### src/rtl/buffer_drain_axis_pkg.sv
// Shared definitions for the buffer drain stage.
//   DW_DEFAULT / BURST_DEFAULT / DEPTH_DEFAULT : default data width, burst
//   length and FIFO depth.
//   KEEP_ALL    : all-ones byte-keep for the default data width.
//   level_width : bits needed to hold an occupancy of 0..depth inclusive.
package buffer_drain_axis_pkg;

  localparam int unsigned DW_DEFAULT    = 64;
  localparam int unsigned BURST_DEFAULT = 16;
  localparam int unsigned DEPTH_DEFAULT = 32;

  localparam logic [DW_DEFAULT/8-1:0] KEEP_ALL = '1;

  function automatic int unsigned level_width(input int unsigned depth);
    return $clog2(depth) + 1;
  endfunction

endpackage

### src/rtl/buffer_drain_axis_sync_fifo.sv
// Synchronous first-word-fall-through FIFO with a registered head output.
//   clk, rst : clock and synchronous active-high reset
//   wr_en    : write request, ignored while full
//   wr_data  : write word
//   rd_en    : read request, ignored while empty
//   rd_data  : current head word (valid while !empty)
//   level    : occupancy 0..DEPTH
//   full     : level == DEPTH
//   empty    : level == 0
module sync_fifo
  import buffer_drain_axis_pkg::*;
#(
  parameter int unsigned DW    = DW_DEFAULT,
  parameter int unsigned DEPTH = DEPTH_DEFAULT
) (
  input  logic                     clk,
  input  logic                     rst,
  input  logic                     wr_en,
  input  logic [DW-1:0]            wr_data,
  input  logic                     rd_en,
  output logic [DW-1:0]            rd_data,
  output logic [$clog2(DEPTH):0]   level,
  output logic                     full,
  output logic                     empty
);

  localparam int unsigned AW = $clog2(DEPTH);
  localparam int unsigned LW = level_width(DEPTH);

  logic [DW-1:0] mem [DEPTH];
  logic [AW:0]   wr_ptr;
  logic [AW:0]   rd_ptr;
  logic [AW:0]   rd_ptr_next;
  logic          do_wr;
  logic          do_rd;
  logic          drains_to_zero;

  assign level = wr_ptr - rd_ptr;
  assign full  = (level == LW'(DEPTH));
  assign empty = (level == '0);
  assign do_wr = wr_en && !full;
  assign do_rd = rd_en && !empty;

  always_comb begin
    rd_ptr_next    = rd_ptr + {{AW{1'b0}}, do_rd};
    // Nothing older than the incoming word remains after this edge.
    drains_to_zero = (level == {{AW{1'b0}}, do_rd});
  end

  always_ff @(posedge clk) begin
    if (do_wr) begin
      mem[wr_ptr[AW-1:0]] <= wr_data;
    end
  end

  // The head register is reloaded every edge from the next read slot; when
  // the FIFO would otherwise run dry, the word being written bypasses memory
  // so a push and a pop at level 1 keep the output continuously valid.
  always_ff @(posedge clk) begin
    if (rst) begin
      wr_ptr  <= '0;
      rd_ptr  <= '0;
      rd_data <= '0;
    end else begin
      if (do_wr) begin
        wr_ptr <= wr_ptr + 1'b1;
      end
      rd_ptr <= rd_ptr_next;
      if (drains_to_zero) begin
        if (do_wr) begin
          rd_data <= wr_data;
        end
      end else begin
        rd_data <= mem[rd_ptr_next[AW-1:0]];
      end
    end
  end

endmodule

### src/rtl/buffer_drain_axis.sv
// Drain stage: absorbs fixed-length bursts (no per-beat backpressure) into a
// FIFO and re-emits them as an AXI4-Stream master with tlast every BURST_g
// beats.
//   clk_i, rst_i      : clock, synchronous active-high reset
//   push_valid_i/data : upstream word, dropped if the FIFO is full
//   space_o           : room for one complete burst
//   m_axis_*          : AXI4-Stream master (tkeep constant all-ones)
//   level_o           : FIFO occupancy
//   overflow_o        : sticky, a push arrived while full
//   bursts_out_o      : completed output bursts, wraps mod 2^16
module buffer_drain_axis
  import buffer_drain_axis_pkg::*;
#(
  parameter int unsigned DW_g    = DW_DEFAULT,
  parameter int unsigned BURST_g = BURST_DEFAULT,
  parameter int unsigned DEPTH_g = DEPTH_DEFAULT
) (
  input  logic                       clk_i,
  input  logic                       rst_i,
  input  logic                       push_valid_i,
  input  logic [DW_g-1:0]            push_data_i,
  output logic                       space_o,
  output logic                       m_axis_tvalid_o,
  input  logic                       m_axis_tready_i,
  output logic [DW_g-1:0]            m_axis_tdata_o,
  output logic [DW_g/8-1:0]          m_axis_tkeep_o,
  output logic                       m_axis_tlast_o,
  output logic [$clog2(DEPTH_g):0]   level_o,
  output logic                       overflow_o,
  output logic [15:0]                bursts_out_o
);

  localparam int unsigned BW = (BURST_g > 1) ? $clog2(BURST_g) : 1;
  localparam int unsigned LW = level_width(DEPTH_g);

  logic [LW-1:0] level;
  logic          full;
  logic          empty;
  logic          pop;
  logic          beat_last;
  logic [BW-1:0] beat;

  sync_fifo #(
    .DW    (DW_g),
    .DEPTH (DEPTH_g)
  ) u_fifo (
    .clk     (clk_i),
    .rst     (rst_i),
    .wr_en   (push_valid_i),
    .wr_data (push_data_i),
    .rd_en   (m_axis_tready_i),
    .rd_data (m_axis_tdata_o),
    .level   (level),
    .full    (full),
    .empty   (empty)
  );

  assign m_axis_tvalid_o = !empty;
  assign m_axis_tkeep_o  = '1;
  assign pop             = m_axis_tvalid_o && m_axis_tready_i;
  assign beat_last       = (beat == BW'(BURST_g - 1));
  assign m_axis_tlast_o  = m_axis_tvalid_o && beat_last;
  assign level_o         = level;
  assign space_o         = (level <= LW'(DEPTH_g - BURST_g));

  always_ff @(posedge clk_i) begin
    if (rst_i) begin
      beat         <= '0;
      overflow_o   <= 1'b0;
      bursts_out_o <= '0;
    end else begin
      // Fullness is judged before any same-cycle pop frees a slot.
      if (push_valid_i && full) begin
        overflow_o <= 1'b1;
      end
      if (pop) begin
        if (beat_last) begin
          beat         <= '0;
          bursts_out_o <= bursts_out_o + 16'd1;
        end else begin
          beat <= beat + 1'b1;
        end
      end
    end
  end

endmodule

### config.mk
export PLATFORM = sky130hd
export DESIGN_NAME = buffer_drain_axis
export DESIGN_NICKNAME = d
export VERILOG_FILES = /design/src/rtl/buffer_drain_axis_pkg.sv /design/src/rtl/buffer_drain_axis_sync_fifo.sv /design/src/rtl/buffer_drain_axis.sv
export SDC_FILE = /design/constraint.sdc
export NUM_CORES = 2
export LEC_CHECK = 0
export CAP_MARGIN = 10
export CORE_AREA = 2 2 390 392
export CTS_CLUSTER_SIZE = 30
export DETAILED_ROUTE_END_ITERATION = 8
export DIE_AREA = 0 0 392 394
export GPL_TIMING_DRIVEN = 0
export PLACE_DENSITY = 0.71
export SLEW_MARGIN = 20
export SYNTH_ARGS = -nofsm -noshare
export SYNTH_HDL_FRONTEND = slang
export SYNTH_SLANG_ARGS = --single-unit
### constraint.sdc
create_clock -name clk_i -period 12.89 [get_ports clk_i]
set_input_delay 3.867 -clock clk_i [delete_from_list [all_inputs] [get_ports clk_i]]
set_output_delay 3.867 -clock clk_i [all_outputs]
set_load 0.1 [all_outputs]
Yosys cells after proc, flatten, opt, wreduce, memory -nomap -nowiden
Memories as Yosys holds them, arrays and structs flattened. Cells that the tools add are included.

Add/sub/neg operators: 5. Order comparisons: 1. Eq/ne operators: 4. Mux-type cells: 5. Reductions and logical operators: 8.

Operator list (count): 64-bit two-way mux (2); 16-bit by 1-bit adder with 16-bit output, second input constant (1); 6-bit by 1-bit adder with 6-bit output (1); 6-bit by 1-bit adder with 6-bit output, second input constant (1); 6-bit by 1-bit equality test with 1-bit output (1); 6-bit equality test, second input constant (1); 6-bit by 5-bit less-or-equal comparator with 1-bit output, second input constant (1); 6-bit zero test (1); 6-bit subtractor (1); 4-bit by 1-bit adder with 4-bit output, second input constant (1); 4-bit equality test, second input constant (1); 1-bit logical AND (4); 4-bit two-way mux (1); 1-bit zero test (2); 1-bit two-way mux (2); 2-bit by 1-bit != test with 1-bit output, second input constant (1); 2-bit AND reduction (1).

Register bits after elaboration: 97. Memory bits (writable): 2048. Input port bits: 68. Output and inout bits: 98. Word-level logic and storage cells: 30. Memories kept: 1.

Memories: u_fifo.mem (words 32, bits a word 64, read ports 1, clocked after memory_dff 0, wr ports 1, RTL line buffer_drain_axis_sync_fifo.sv:30) `logic [DW-1:0] mem [DEPTH];`.

Depth between registers and ports, before layout
An unclocked memory read counts as a cell.

Depth after elaboration: 7. Gate-level depth with buffers: 20.

Modules after synthesis
From an unflattened synthesis, not the netlist that was laid out.

Cell total of the unflattened synthesis: 4126. Area total of the unflattened synthesis: 82675.5 µm².

By module, submodules not included: sync_fifo (times used 1, cells each 4003, area each 81608.3 µm²); buffer_drain_axis (times used 1, cells each 123, area each 1067.3 µm²).

Worst setup path before layout
No wires, ideal clock.

Path kind: register -> output. Start: register u_fifo.rd_ptr[4]. End: output port space_o. Arrival: 4088 ps. Data required time: 9023 ps. Slack: 4935 ps. Cell stages (with the launch flop): 9. Buffers on the path: 1. Path through: dfxtp_1 clkbuf_1 inv_2 ha_1 and2_1 a221o_1 o21ai_0 nand2_1 a21oi_1.

Longest elaborated chain between the ends: 2.

Ends and longest elaborated chain: from (decl) (RTL line buffer_drain_axis_sync_fifo.sv:32) `logic [AW:0] rd_ptr;`; from (signal assigned) (RTL line buffer_drain_axis_sync_fifo.sv:68) `rd_ptr <= rd_ptr_next;`; 6-bit subtractor (RTL line buffer_drain_axis_sync_fifo.sv:38) `assign level = wr_ptr - rd_ptr;`; net level_o[5] (RTL line buffer_drain_axis.sv:28) `output logic [$clog2(DEPTH_g):0] level_o,`; 6-bit by 5-bit less-or-equal comparator with 1-bit output (RTL line buffer_drain_axis.sv:64) `assign space_o = (level <= LW'(DEPTH_g - BURST_g));`; to (decl) (RTL line buffer_drain_axis.sv:22) `output logic space_o,`.

The timed path passes the listed nets, and every way through them passes these cells.

Final worst setup path
Start: input port m_axis_tready_i. End: register u_fifo.rd_data[30].

Longest elaborated chain between the ends: 4. Elaborated cells on any way between the ends: 6. Those cells by class: add/sub (1); eq/ne (2); mux (1); reduce/logical (1); memory (1).

Ends and longest elaborated chain: from (decl) (RTL line buffer_drain_axis.sv:24) `input logic m_axis_tready_i,`; 1-bit logical AND; net pop (RTL line buffer_drain_axis.sv:39) `logic pop;`; 6-bit by 1-bit adder with 6-bit output (RTL line buffer_drain_axis_sync_fifo.sv:45) `rd_ptr_next = rd_ptr + {{AW{1'b0}}, do_rd};`; net u_fifo.rd_ptr_next[1] (RTL line buffer_drain_axis_sync_fifo.sv:33) `logic [AW:0] rd_ptr_next;`; memory 32 x 64 bit; 64-bit two-way mux (RTL line buffer_drain_axis_sync_fifo.sv:69) `if (drains_to_zero) begin`; to (signal assigned) (RTL line buffer_drain_axis_sync_fifo.sv:71) `rd_data <= wr_data;`; to (signal assigned) (RTL line buffer_drain_axis_sync_fifo.sv:74) `rd_data <= mem[rd_ptr_next[AW-1:0]];`; to (decl) (RTL line buffer_drain_axis_sync_fifo.sv:21) `output logic [DW-1:0] rd_data,`.

The timed path passes the listed nets, and every way through them passes these cells. A chain may end at the register's enable or synchronous reset.

==> flow_summary.toml <==
[finish]
final_area_sq_um = 96300
multi_input_area_sq_um = 17900
layout.nets = 4400
final-seq-area_sq_um = 63400
syn2layout_area_growth_pct = 17.4
fin_util_pct = 63.9
fillers = 9823
fin_cells = 6533
drive_gt1_share_pct = 24.8

[detailed_routing]
dr_total_vias = 43200
drt-total-wl_microns = 224000
wl_per_cell_microns = 34.3
routed_via_density = 6.62
drtIter0Drc = 5856
drc = 0
drtPass1Iterations = 6
ant_nets = 0

[worst_setup_path]
worstSetupEndpointType = "register"
crit_type = "in -> reg"
r2r_start = "u_fifo.rd_ptr[4]"
crit_end = "u_fifo.rd_data[30]"
r2r_slack_ps = 4830
rr_endpoint = "u_fifo.rd_data[30]"
cp_data_required_time_ps = 13620
crit_arrival_ps = 9700
path_max_fanout = 10
cp-startpoint = "m_axis_tready_i"
worst_setup_path_start_kind = "input pin"
r2r_cells = 19

[synth]
synth_cells = 3807
synthArstFlopShare_pct = 0
post_synth_num_cell_types = 60
synth_common_cells = "edfxtp_1, mux4_2, nand2_1, mux2i_1, clkbuf_1"
syn_area_sq_um = 82000
synthFlopType = "edfxtp_1"
synth-edff-count = 2048
yosysTopAreaCellShare_pct = 75.0
yosys_register_bits = 2145
synth_seq_area_share_pct = 77.3
synth_top_cell_by_area = "edfxtp_1"
yosysWarnings = 0
yosysMostFrequentCell = "edfxtp_1"
synth_area_leaders = "edfxtp_1, mux4_2, dfxtp_1"
syn_area_per_cell_sq_um = 21.5

[power_and_ir_drop]
p_per_area_nw_per_um2 = 216
switchingPower_w = 0.00670
power_frac_clock_pct = 29.1
p_leak_nw = 29.9
pwr-share-seq_pct = 38.2
combPwrFrac_pct = 32.7
power.internal_w = 0.0141
p_sw_share_pct = 32.2
power_w = 0.0208
ir_worst_vdd_uv = 150

[timing]
slew_violations = 0
timing.final.hold_violations = 0
fin_skew_ps = 39.9
clock.fmax_mhz = 111
rsz0062_at_grt = "no"
tns_ps = 0
fin_crit_sh_pct = 69.6
period_minus_slack_ps = 8970
tightest_slew_ps = 1180
setup_viol = 0
timing.slew.headroom_pct = 21.2

[run_status]
outcome = "finished, final reports clean"

[floorplanning]
ioPinCount = 166
die_h_microns = 394
num_rows = 143
fp.dieArea_sq_um = 154000
die_w_microns = 392
initial_core_util_pct = 54.4
core_sq_um = 151000

[clock_tree]
cts_htree_levels = 4
post_cts_resized = 0
clk_pin_slew_ps = 60
clockRootBuffer = "clkbuf_16"
cts-hold-fix-buffers = 0
clock_latency_ps = 850
post_cts_buffers = 0
cts_tree = "built"
cts_buffer_depth = 3
numCtsBuffers = 205
clkSinkCount = 2145

[placement]
dpl_cell_area_sq_um = 89600
hpwl_microns = 148000
gp_congestion = 0.791
placedCellCount = 6138
port_buffers = 157

[hold_path]
hold_path.class = "reg -> reg"

[grt]
gr-total-overflow = 0
grt.total_usage_pct = 29.2
antenna_found_initial = 11
grt_pass1_vias = 43300
grt_pass1_wl_microns = 315000
grt_max_degree = 40

[flow_run]
timing.max_cap.violations = 0
-- worst max-delay path, stage by stage --
cell and delay [ps]:
clkdlybuf4s50_1 590, o41ai_4 210, inv_1 350, ha_1 300
ha_1 270, buf_2 450, buf_2 570, clkbuf_1 860
buf_1 940, mux4_2 390, mux2i_1 90, a32oi_1 350
nand4_1 220, o21ai_0 180
-- cell families (layout without fill, tap and decap cells) --
family | Yosys count | count (layout) | share of synthesized area, %
other cells | 1 | 14 | 0.00457
simple gates | 417 | 417 | 2.31
flops | 2145 | 2145 | 77.3
mux | 683 | 683 | 16.2
buf+inv | 233 | 916 | 1.20
compound gates | 302 | 302 | 2.63
fa+ha+maj | 15 | 15 | 0.238
xor+xnor | 11 | 11 | 0.127
-- power groups by stage --
stage | registers [W] | logic, W | clock network (W)
after global placement | 0.00813 | 0.00661 | 0
after global routing | 0.00796 | 0.00713 | 0.00635
after detailed placement | 0.00810 | 0.00679 | 0
after CTS | 0.00796 | 0.00684 | 0.00609
after floorplan | 0.00859 | 0.00422 | 0
final | 0.00795 | 0.00680 | 0.00604
-- layout make-up --
| type | count | area share, % |
|---|---|---|
| diodes | 6 | 0.0156 |
| plain buffers | 215 | 0.995 |
| clock buffers | 276 | 5.77 |
| clock inverters | 111 | 1.26 |
| inverters | 18 | 0.0754 |
| multi-input cells | 1436 | 18.6 |
| flip-flops and latches | 2145 | 65.9 |
| well taps | 2030 | 2.64 |
| repair buffers | 296 | 4.74 |
-- routing by layer --
metal  wire length [microns]  share of wire, %  global-route usage [%]
met5                      52             0.023                       0
met4                    8980               4.0                    11.2
met3                   23600                11                    6.42
met2                  112000                50                    47.8
met1                   80000                36                    38.6
-- layout by cell type (no fill, tap or decap), types with 15 or more instances in the layout --
master / instances
buf_1: 33
mux2i_1: 167
nand3_1: 73
buf_12: 77
dfxtp_1: 97
o21ai_0: 40
clkinv_1: 35
edfxtp_1: 2048
nand4_1: 31
bufinv_16: 19
mux4_2: 512
o2bb2ai_1: 27
clkbuf_16: 205
inv_1: 15
o22ai_1: 71
nand2_1: 209
o31ai_1: 36
clkdlybuf4s50_1: 127
o22a_1: 39
a21oi_1: 31
clkbuf_8: 16
clkbuf_1: 157
clkinv_2: 32
clkbuf_2: 20
nor2_1: 19
a32oi_1: 28
nor2_4: 31
buf_2: 74
buf_16: 54
-- per-stage QoR --
stage	setup slack (ps)	hold slack, ps
detailed placement	3210	478
finish	3920	488
CTS	4070	488
global placement	-573	464
floorplan	4930	449
global route	3800	524
-- registers in the layout, summed over array words and instances, names as in the netlist --
register        flops
beat                4
bursts_out_o       16
overflow_o          1
u_fifo.mem       2048
u_fifo.rd_data     64
u_fifo.rd_ptr       6
u_fifo.wr_ptr       6
-- how the worst min path moves through the flow --
stage                  from      end  slack (ps)  cells past startpoint
floorplan           beat[1]  beat[1]         450                      2
global placement    beat[1]  beat[1]         460                      2
detailed placement  beat[0]  beat[0]         480                      2
CTS                 beat[0]  beat[0]         490                      2
global route        beat[0]  beat[0]         520                      2
finish              beat[1]  beat[1]         490                      2
(Power assumes the default switching activity.)
